File: src/rtl/load_store_unit_pkg.sv
// Shared encodings and helpers for the load/store unit: access sizes, FSM
// state codes and the latched request payload.
package load_store_unit_pkg;

    localparam int unsigned WORD_BYTES = 4;
    localparam int unsigned DATA_W     = 8 * WORD_BYTES;
    localparam int unsigned OFF_W      = $clog2(WORD_BYTES);
    localparam int unsigned SHAMT_W    = $clog2(DATA_W);
    localparam int unsigned SIZE_W     = 2;
    localparam int unsigned STATE_W    = 3;

    localparam logic [SIZE_W-1:0] SIZE_BYTE = 2'b00;
    localparam logic [SIZE_W-1:0] SIZE_HALF = 2'b01;
    localparam logic [SIZE_W-1:0] SIZE_WORD = 2'b10;
    localparam logic [SIZE_W-1:0] SIZE_RSVD = 2'b11;

    localparam logic [STATE_W-1:0] ST_IDLE    = 3'd0;
    localparam logic [STATE_W-1:0] ST_RD      = 3'd1;
    localparam logic [STATE_W-1:0] ST_LD_CAP  = 3'd2;
    localparam logic [STATE_W-1:0] ST_WR      = 3'd3;
    localparam logic [STATE_W-1:0] ST_RMW_RD  = 3'd4;
    localparam logic [STATE_W-1:0] ST_RMW_MRG = 3'd5;

    typedef struct packed {
        logic              write;
        logic [SIZE_W-1:0] size;
        logic              sgn;
        logic [DATA_W-1:0] store_data;
    } lsu_req_t;

    // Reserved size and unaligned half/word accesses are rejected at accept.
    function automatic logic misaligned(input logic [SIZE_W-1:0] size,
                                        input logic [OFF_W-1:0]  off);
        case (size)
            SIZE_BYTE: return 1'b0;
            SIZE_HALF: return off[0];
            SIZE_WORD: return off != 2'b00;
            default:   return 1'b1;
        endcase
    endfunction

endpackage

File: src/rtl/load_store_unit_if.sv
// Datapath request/response and data-memory signals of the load/store unit.
interface load_store_unit_if #(
    parameter int unsigned ADDR_WIDTH = 10
);
    import load_store_unit_pkg::*;

    logic                    Req;
    logic                    Write;
    logic [SIZE_W-1:0]       Size;
    logic                    Signed;
    logic [ADDR_WIDTH+1:0]   Addr;
    logic [DATA_W-1:0]       StoreData;
    logic                    Ready;
    logic                    Done;
    logic                    AddrError;
    logic [DATA_W-1:0]       LoadData;
    logic [ADDR_WIDTH-1:0]   MemAddress;
    logic [DATA_W-1:0]       MemWriteData;
    logic                    MemRead;
    logic                    MemWrite;
    logic [DATA_W-1:0]       MemReadData;

    modport master (
        input  Req, Write, Size, Signed, Addr, StoreData, MemReadData,
        output Ready, Done, AddrError, LoadData,
               MemAddress, MemWriteData, MemRead, MemWrite
    );

    modport slave (
        output Req, Write, Size, Signed, Addr, StoreData, MemReadData,
        input  Ready, Done, AddrError, LoadData,
               MemAddress, MemWriteData, MemRead, MemWrite
    );

endinterface

File: src/rtl/load_store_unit_lane_align.sv
// Byte-lane steering: extracts/extends load lanes and merges sub-word store
// data into a read word, for either byte order.
module load_store_unit_lane_align
    import load_store_unit_pkg::*;
#(
    parameter bit BIG_ENDIAN = 1'b1
) (
    input  logic [OFF_W-1:0]  offset,
    input  logic [SIZE_W-1:0] size,
    input  logic              sgn,
    input  logic [DATA_W-1:0] read_word,
    input  logic [DATA_W-1:0] store_data,
    output logic [DATA_W-1:0] load_value_c,
    output logic [DATA_W-1:0] merge_word_c
);

    logic [SHAMT_W-1:0] shamt;
    logic [DATA_W-1:0]  mask;
    logic [DATA_W-1:0]  lane;

    // Lane position: big-endian puts offset 0 in the most significant byte.
    always_comb begin
        shamt = '0;
        mask  = '1;
        case (size)
            SIZE_BYTE: begin
                shamt = BIG_ENDIAN ? {~offset, 3'b000} : {offset, 3'b000};
                mask  = DATA_W'(8'hFF) << shamt;
            end
            SIZE_HALF: begin
                shamt = BIG_ENDIAN ? {~offset[1], 4'b0000} : {offset[1], 4'b0000};
                mask  = DATA_W'(16'hFFFF) << shamt;
            end
            default: ;
        endcase
    end

    always_comb begin
        lane         = read_word >> shamt;
        load_value_c = lane;
        case (size)
            SIZE_BYTE: load_value_c = {{24{sgn & lane[7]}}, lane[7:0]};
            SIZE_HALF: load_value_c = {{16{sgn & lane[15]}}, lane[15:0]};
            default: ;
        endcase
        merge_word_c = (read_word & ~mask) | ((store_data << shamt) & mask);
    end

endmodule

File: src/rtl/load_store_unit.sv
// Load/store unit: byte/half/word accesses to a one-cycle-latency word memory,
// with read-modify-write for sub-word stores.
module load_store_unit
    import load_store_unit_pkg::*;
#(
    parameter int unsigned ADDR_WIDTH = 10,
    parameter bit          BIG_ENDIAN = 1'b1
) (
    input logic               Clock,
    input logic               Reset_n,
    load_store_unit_if.master bus
);

    logic [STATE_W-1:0]    state_q, state_d;
    lsu_req_t              req_q;
    logic [ADDR_WIDTH+1:0] addr_q;
    logic                  done_q, done_d;
    logic                  err_q, err_d;
    logic [DATA_W-1:0]     load_q, load_d;
    logic                  latch_c;
    logic [DATA_W-1:0]     load_value_c;
    logic [DATA_W-1:0]     merge_word_c;

    load_store_unit_lane_align #(.BIG_ENDIAN(BIG_ENDIAN)) u_lane (
        .offset       (addr_q[OFF_W-1:0]),
        .size         (req_q.size),
        .sgn          (req_q.sgn),
        .read_word    (bus.MemReadData),
        .store_data   (req_q.store_data),
        .load_value_c (load_value_c),
        .merge_word_c (merge_word_c)
    );

    always_ff @(posedge Clock or negedge Reset_n) begin
        if (!Reset_n) begin
            state_q <= ST_IDLE;
            req_q   <= '0;
            addr_q  <= '0;
            done_q  <= 1'b0;
            err_q   <= 1'b0;
            load_q  <= '0;
        end else begin
            state_q <= state_d;
            done_q  <= done_d;
            err_q   <= err_d;
            load_q  <= load_d;
            if (latch_c) begin
                req_q  <= '{write: bus.Write, size: bus.Size, sgn: bus.Signed,
                           store_data: bus.StoreData};
                addr_q <= bus.Addr;
            end
        end
    end

    // Misaligned requests complete from IDLE with an error pulse and no access.
    always_comb begin
        state_d = state_q;
        latch_c = 1'b0;
        done_d  = 1'b0;
        err_d   = 1'b0;
        load_d  = load_q;
        case (state_q)
            ST_IDLE: begin
                if (bus.Req) begin
                    latch_c = 1'b1;
                    if (misaligned(bus.Size, bus.Addr[OFF_W-1:0])) begin
                        done_d = 1'b1;
                        err_d  = 1'b1;
                    end else if (!bus.Write) begin
                        state_d = ST_RD;
                    end else if (bus.Size == SIZE_WORD) begin
                        state_d = ST_WR;
                    end else begin
                        state_d = ST_RMW_RD;
                    end
                end
            end
            ST_RD:     state_d = ST_LD_CAP;
            ST_LD_CAP: begin
                load_d  = load_value_c;
                done_d  = 1'b1;
                state_d = ST_IDLE;
            end
            ST_WR: begin
                done_d  = 1'b1;
                state_d = ST_IDLE;
            end
            ST_RMW_RD: state_d = ST_RMW_MRG;
            ST_RMW_MRG: begin
                done_d  = 1'b1;
                state_d = ST_IDLE;
            end
            default:   state_d = ST_IDLE;
        endcase
    end

    // Memory strobes decode straight from state so reset drops them at once.
    assign bus.Ready        = (state_q == ST_IDLE);
    assign bus.Done         = done_q;
    assign bus.AddrError    = err_q;
    assign bus.LoadData     = load_q;
    assign bus.MemAddress   = addr_q[ADDR_WIDTH+1:OFF_W];
    assign bus.MemRead      = (state_q == ST_RD) || (state_q == ST_RMW_RD);
    assign bus.MemWrite     = (state_q == ST_WR) || (state_q == ST_RMW_MRG);
    assign bus.MemWriteData = req_q.write ? merge_word_c : '0;

endmodule
File: src/flat_wrapper.sv
// flat-port wrapper written by rule: the top's interface ports become plain ports
module load_store_unit_flat import load_store_unit_pkg::*;
#(
    parameter int unsigned ADDR_WIDTH = 10,
    parameter bit          BIG_ENDIAN = 1'b1
)
  (Clock, Reset_n, bus_Req, bus_Write, bus_Size, bus_Signed, bus_Addr, bus_StoreData, bus_MemReadData, bus_Ready, bus_Done, bus_AddrError, bus_LoadData, bus_MemAddress, bus_MemWriteData, bus_MemRead, bus_MemWrite);
  load_store_unit_if #(.ADDR_WIDTH(ADDR_WIDTH)) bus_i ();
  input logic Clock;
  input logic Reset_n;
  input wire logic [$bits(bus_i.Req)-1:0] bus_Req;
  input wire logic [$bits(bus_i.Write)-1:0] bus_Write;
  input wire logic [$bits(bus_i.Size)-1:0] bus_Size;
  input wire logic [$bits(bus_i.Signed)-1:0] bus_Signed;
  input wire logic [$bits(bus_i.Addr)-1:0] bus_Addr;
  input wire logic [$bits(bus_i.StoreData)-1:0] bus_StoreData;
  input wire logic [$bits(bus_i.MemReadData)-1:0] bus_MemReadData;
  output wire logic [$bits(bus_i.Ready)-1:0] bus_Ready;
  output wire logic [$bits(bus_i.Done)-1:0] bus_Done;
  output wire logic [$bits(bus_i.AddrError)-1:0] bus_AddrError;
  output wire logic [$bits(bus_i.LoadData)-1:0] bus_LoadData;
  output wire logic [$bits(bus_i.MemAddress)-1:0] bus_MemAddress;
  output wire logic [$bits(bus_i.MemWriteData)-1:0] bus_MemWriteData;
  output wire logic [$bits(bus_i.MemRead)-1:0] bus_MemRead;
  output wire logic [$bits(bus_i.MemWrite)-1:0] bus_MemWrite;
  assign bus_i.Req = bus_Req;
  assign bus_i.Write = bus_Write;
  assign bus_i.Size = bus_Size;
  assign bus_i.Signed = bus_Signed;
  assign bus_i.Addr = bus_Addr;
  assign bus_i.StoreData = bus_StoreData;
  assign bus_i.MemReadData = bus_MemReadData;
  assign bus_Ready = bus_i.Ready;
  assign bus_Done = bus_i.Done;
  assign bus_AddrError = bus_i.AddrError;
  assign bus_LoadData = bus_i.LoadData;
  assign bus_MemAddress = bus_i.MemAddress;
  assign bus_MemWriteData = bus_i.MemWriteData;
  assign bus_MemRead = bus_i.MemRead;
  assign bus_MemWrite = bus_i.MemWrite;
  load_store_unit #(.ADDR_WIDTH(ADDR_WIDTH), .BIG_ENDIAN(BIG_ENDIAN)) u_core (.Clock(Clock), .Reset_n(Reset_n), .bus(bus_i));
endmodule
File: config.mk
export PLATFORM = sky130hd
export DESIGN_NAME = load_store_unit_flat
export DESIGN_NICKNAME = d
export VERILOG_FILES = /design/src/rtl/load_store_unit_pkg.sv /design/src/rtl/load_store_unit_if.sv /design/src/rtl/load_store_unit_lane_align.sv /design/src/rtl/load_store_unit.sv /design/src/flat_wrapper.sv
export SDC_FILE = /design/constraint.sdc
export NUM_CORES = 1
export LEC_CHECK = 0
export CAP_MARGIN = 20
export CELL_PAD_IN_SITES_DETAIL_PLACEMENT = 1
export CELL_PAD_IN_SITES_GLOBAL_PLACEMENT = 1
export CORE_UTILIZATION = 31
export DETAILED_ROUTE_END_ITERATION = 12
export GPL_TIMING_DRIVEN = 1
export HOLD_SLACK_MARGIN = 0.05
export PLACE_DENSITY_LB_ADDON = 0.08
export REMOVE_ABC_BUFFERS = 1
export SLEW_MARGIN = 20
export SYNTH_ARGS = -nofsm -noshare
export SYNTH_HDL_FRONTEND = slang
export SYNTH_SLANG_ARGS = --single-unit
export TNS_END_PERCENT = 20
File: constraint.sdc
create_clock -name Clock -period 2.2 [get_ports Clock]
set_clock_uncertainty 0.1 [all_clocks]
set_input_delay 0.33 -clock Clock [delete_from_list [all_inputs] [get_ports Clock]]
set_output_delay 0.33 -clock Clock [all_outputs]
set_load 0.02 [all_outputs]
==> summary.txt <==
Setup path
  • CP startpoint kind: register
  • Largest stage delay, worst path: 420 ps
  • Worst EP required: approximately 1800 ps
  • Critical path's slowest cell: or3_4
  • Worst Path Arrival: around 2100 ps
  • CP startpoint: u_core.addr_q[0]$_DFFE_PN0P_
  • Setup CP Type: register to output port
  • Crit Path Max Fanout: 8
  • R2r startpoint: u_core.req_q[33]$_DFFE_PN0P_
  • Cells along the critical path: or3_4, buf_8, mux4_2, mux2i_1, nor2b_1, buf_4
  • Buf/Inv on CP: 2
  • Endpoint type of the worst setup path: output port
  • Worst path top cell family by delay: multiplexers

Synthesis
  • Post-synth top cells: 121 x nand2_1, 85 x dfrtp_1, 48 x mux2_2
  • Flops & latches, synth: 85
  • Sequential-to-total area share from yosys stat: 0.444
  • Synth cell types: 39
  • Post-synthesis async set-or-reset flop share: 1.00
  • EDFF count, synth: 0
  • Mapped Avg Cell Area: between 9 and 10 um^2
  • Most common cell in the netlist: nand2_1
  • Cell area after synthesis: between 4000 and 5000 um^2
  • Synth warn: 0
  • Yosys top cell area share: 0.444
  • Area contributors post-synth: dfrtp_1 44%, mux2_2 11%, nand2_1 9.5%
  • Main flop type after synthesis: dfrtp_1
  • Largest area contributor in the netlist: dfrtp_1
  • Synth Instances: 497

Place
  • PortBufs: about 160
  • Post-Place Worst Slack: -439 ps
  • Cell Area, Placed: slightly below 7000 um^2
  • Detailed placement HPWL: approximately 13 mm
  • Final GP Congestion: 0.813
  • Cells after DPL: 864

Power and ir drop
  • P_leak: roughly 3.3 nW
  • Design Power: 12.6 mW
  • Max VDD drop: about 0.00065 V
  • Pwr dens: approximately 1700 nW/um^2

Floorplanning
  • Die area: ~16,000 um^2
  • Row Count: 45
  • I/O pin count: approximately 160
  • Initial Util: 0.316
  • CORE AREA: 15,100 um^2
  • Die H: roughly 130 um
  • Die W: 126 um

STA
  • Max Fclk: between 0.3 and 0.4 GHz
  • Final Hold Viols: 0
  • Fin crit period: 2530 ps
  • Final period util: 1.15
  • Setup violations, final: 48
  • Unrepaired setup endpoints after global routing: yes
  • Worst Max-Slew Pin Slew: about 630 ps
  • Slew Viols, Final: 0
  • Final WS setup: -333 ps
  • Slew HR: 0.578

Drt
  • Total number of vias: around 4,400
  • Wirelength per Cell: about 18 um
  • DR iter-0 viols: roughly 160
  • Final WL: 16.3 mm
  • Final ANT Viol Nets: 0
  • Residual DRC: 0
  • Vias per inst: just under 5
  • Initial DRT Pass Iterations: 4

Clock network
  • Num CTS Buffers: 9
  • CTS Buffer Depth: 2
  • Clk Latency, worst-skew pair: 340 ps
  • Clk slew on worst S/H paths: approximately 60 ps
  • CTS tree: yes
  • Clock sinks: 85
  • H-tree depth: 3
  • CTS root buf: clkbuf_16

Finish
  • Layout fillers: between 1,500 and 2,000
  • Final Instance Area: 7340 um^2
  • Nets: around 780
  • # diodes: 0
  • Share of cells above drive strength 1: 0.299
  • Non-Filler Instances: 886
  • Area Overhead vs Synth: 53.4%

Status
  • Failing checks: setup timing
  • Outcome: finished, violations left

Worst hold path
  • Worst min-delay path class: register to register
  • Hold_sp: u_core.bus.LoadData[1]$_DFFE_PN0P_

GRT
  • Initial antenna violation count: 0
  • GR Util All Layers: 0.217
  • Largest net degree at the start of global routing: 48
  • Vias in the first global route: about 4,700
  • GR Overflow Total: 0
  • Global-route wire length before repair: approximately 26 mm

Job
  • Max Cap Violations: 0
[timing repair]
action / in CTS / in global routing
hold endpoints to repair: 46 / 0
resized for setup: 181 / 32
hold buffers: 1 / 0
setup buffers: 3 / 2
pin swaps: 6 / 8
setup endpoints to repair: 46 / 59
[stage by stage]
stage | hold slack (ps) | TNS [ps] | util
global route | 413 | -9680 | 0.485
detailed placement | 291 | -11440 | 0.458
CTS | 383 | -7080 | 0.481
finish | 377 | -5550 | 0.485
floorplan | -65.6 | -63670 | -
global placement | 289 | -10240 | 0.458
[layout make-up]
class	count	area, um^2	area share
multi-input cells	362	2430	0.331
repair buffers	233	2230	0.303
flip-flops and latches	85	2130	0.290
clock buffers	11	253	0.0344
clock inverters	5	58.8	0.00801
inverters	2	7.51	0.00102
well taps	188	235	0.0320
[layer usage]
| layer | GRT usage | wire, um |
|---|---|---|
| met5 | 0 | 0 |
| met4 | 0.0595 | 191 |
| met3 | 0.0395 | 878 |
| met2 | 0.348 | 7580 |
| met1 | 0.300 | 7630 |
[placed cells by master (no fill, tap or decap), types with 14 or more instances in the layout]
| cell | n |
|---|---|
| nor2_1 | 14 |
| buf_6 | 16 |
| dfrtp_1 | 83 |
| nand3_1 | 31 |
| nand2_1 | 117 |
| clkdlybuf4s50_1 | 125 |
| buf_4 | 71 |
| mux2i_1 | 17 |
| mux2_2 | 48 |
| a21oi_1 | 16 |
| o21ai_0 | 27 |
[state kept, by name, summed over array words and instances, names as in the netlist]
name,count
u_core.bus.Done,1
u_core.bus.LoadData,32
u_core.state_q,3
u_core.req_q,36
u_core.bus.AddrError,1
u_core.addr_q,12
[path summary, 6_finish.rpt]
check,to,slack (ps),cells after the start
min reg2reg,u_core.bus.LoadData[1]$_DFFE_PN0P_,380,2
min,u_core.bus.LoadData[1]$_DFFE_PN0P_,380,2
max reg2reg,u_core.bus.LoadData[31]$_DFFE_PN0P_,-40,8
max in group asynchronous,u_core.req_q[12]$_DFFE_PN0P_,890,3
max,bus_MemWriteData[28],-330,6
min in group asynchronous,u_core.bus.Done$_DFF_PN0_,440,2
[cells by family after synthesis]
logic type / count (synthesis) / share of synthesized area
and+or+nand+nor: 202 / 0.184
AOI/OAI and AO/OA: 85 / 0.119
DFF: 85 / 0.444
muxes: 73 / 0.191
buffers and inverters: 50 / 0.0580
xor gates and xnor gates: 2 / 0.00366
[power breakdown]
group,internal (mW),switching (mW),leakage (nW)
combinational,4.00,4.12,2.17
clock,0.942,0.642,0.148
sequential,2.37,0.526,1.01
[tightest hold or removal path, stage by stage (launching register included)]
cell,delay (ps)
dfrtp_1,340
nand2_1,50
nand2_1,60
Note: power is estimated with default switching activity, not from simulation.
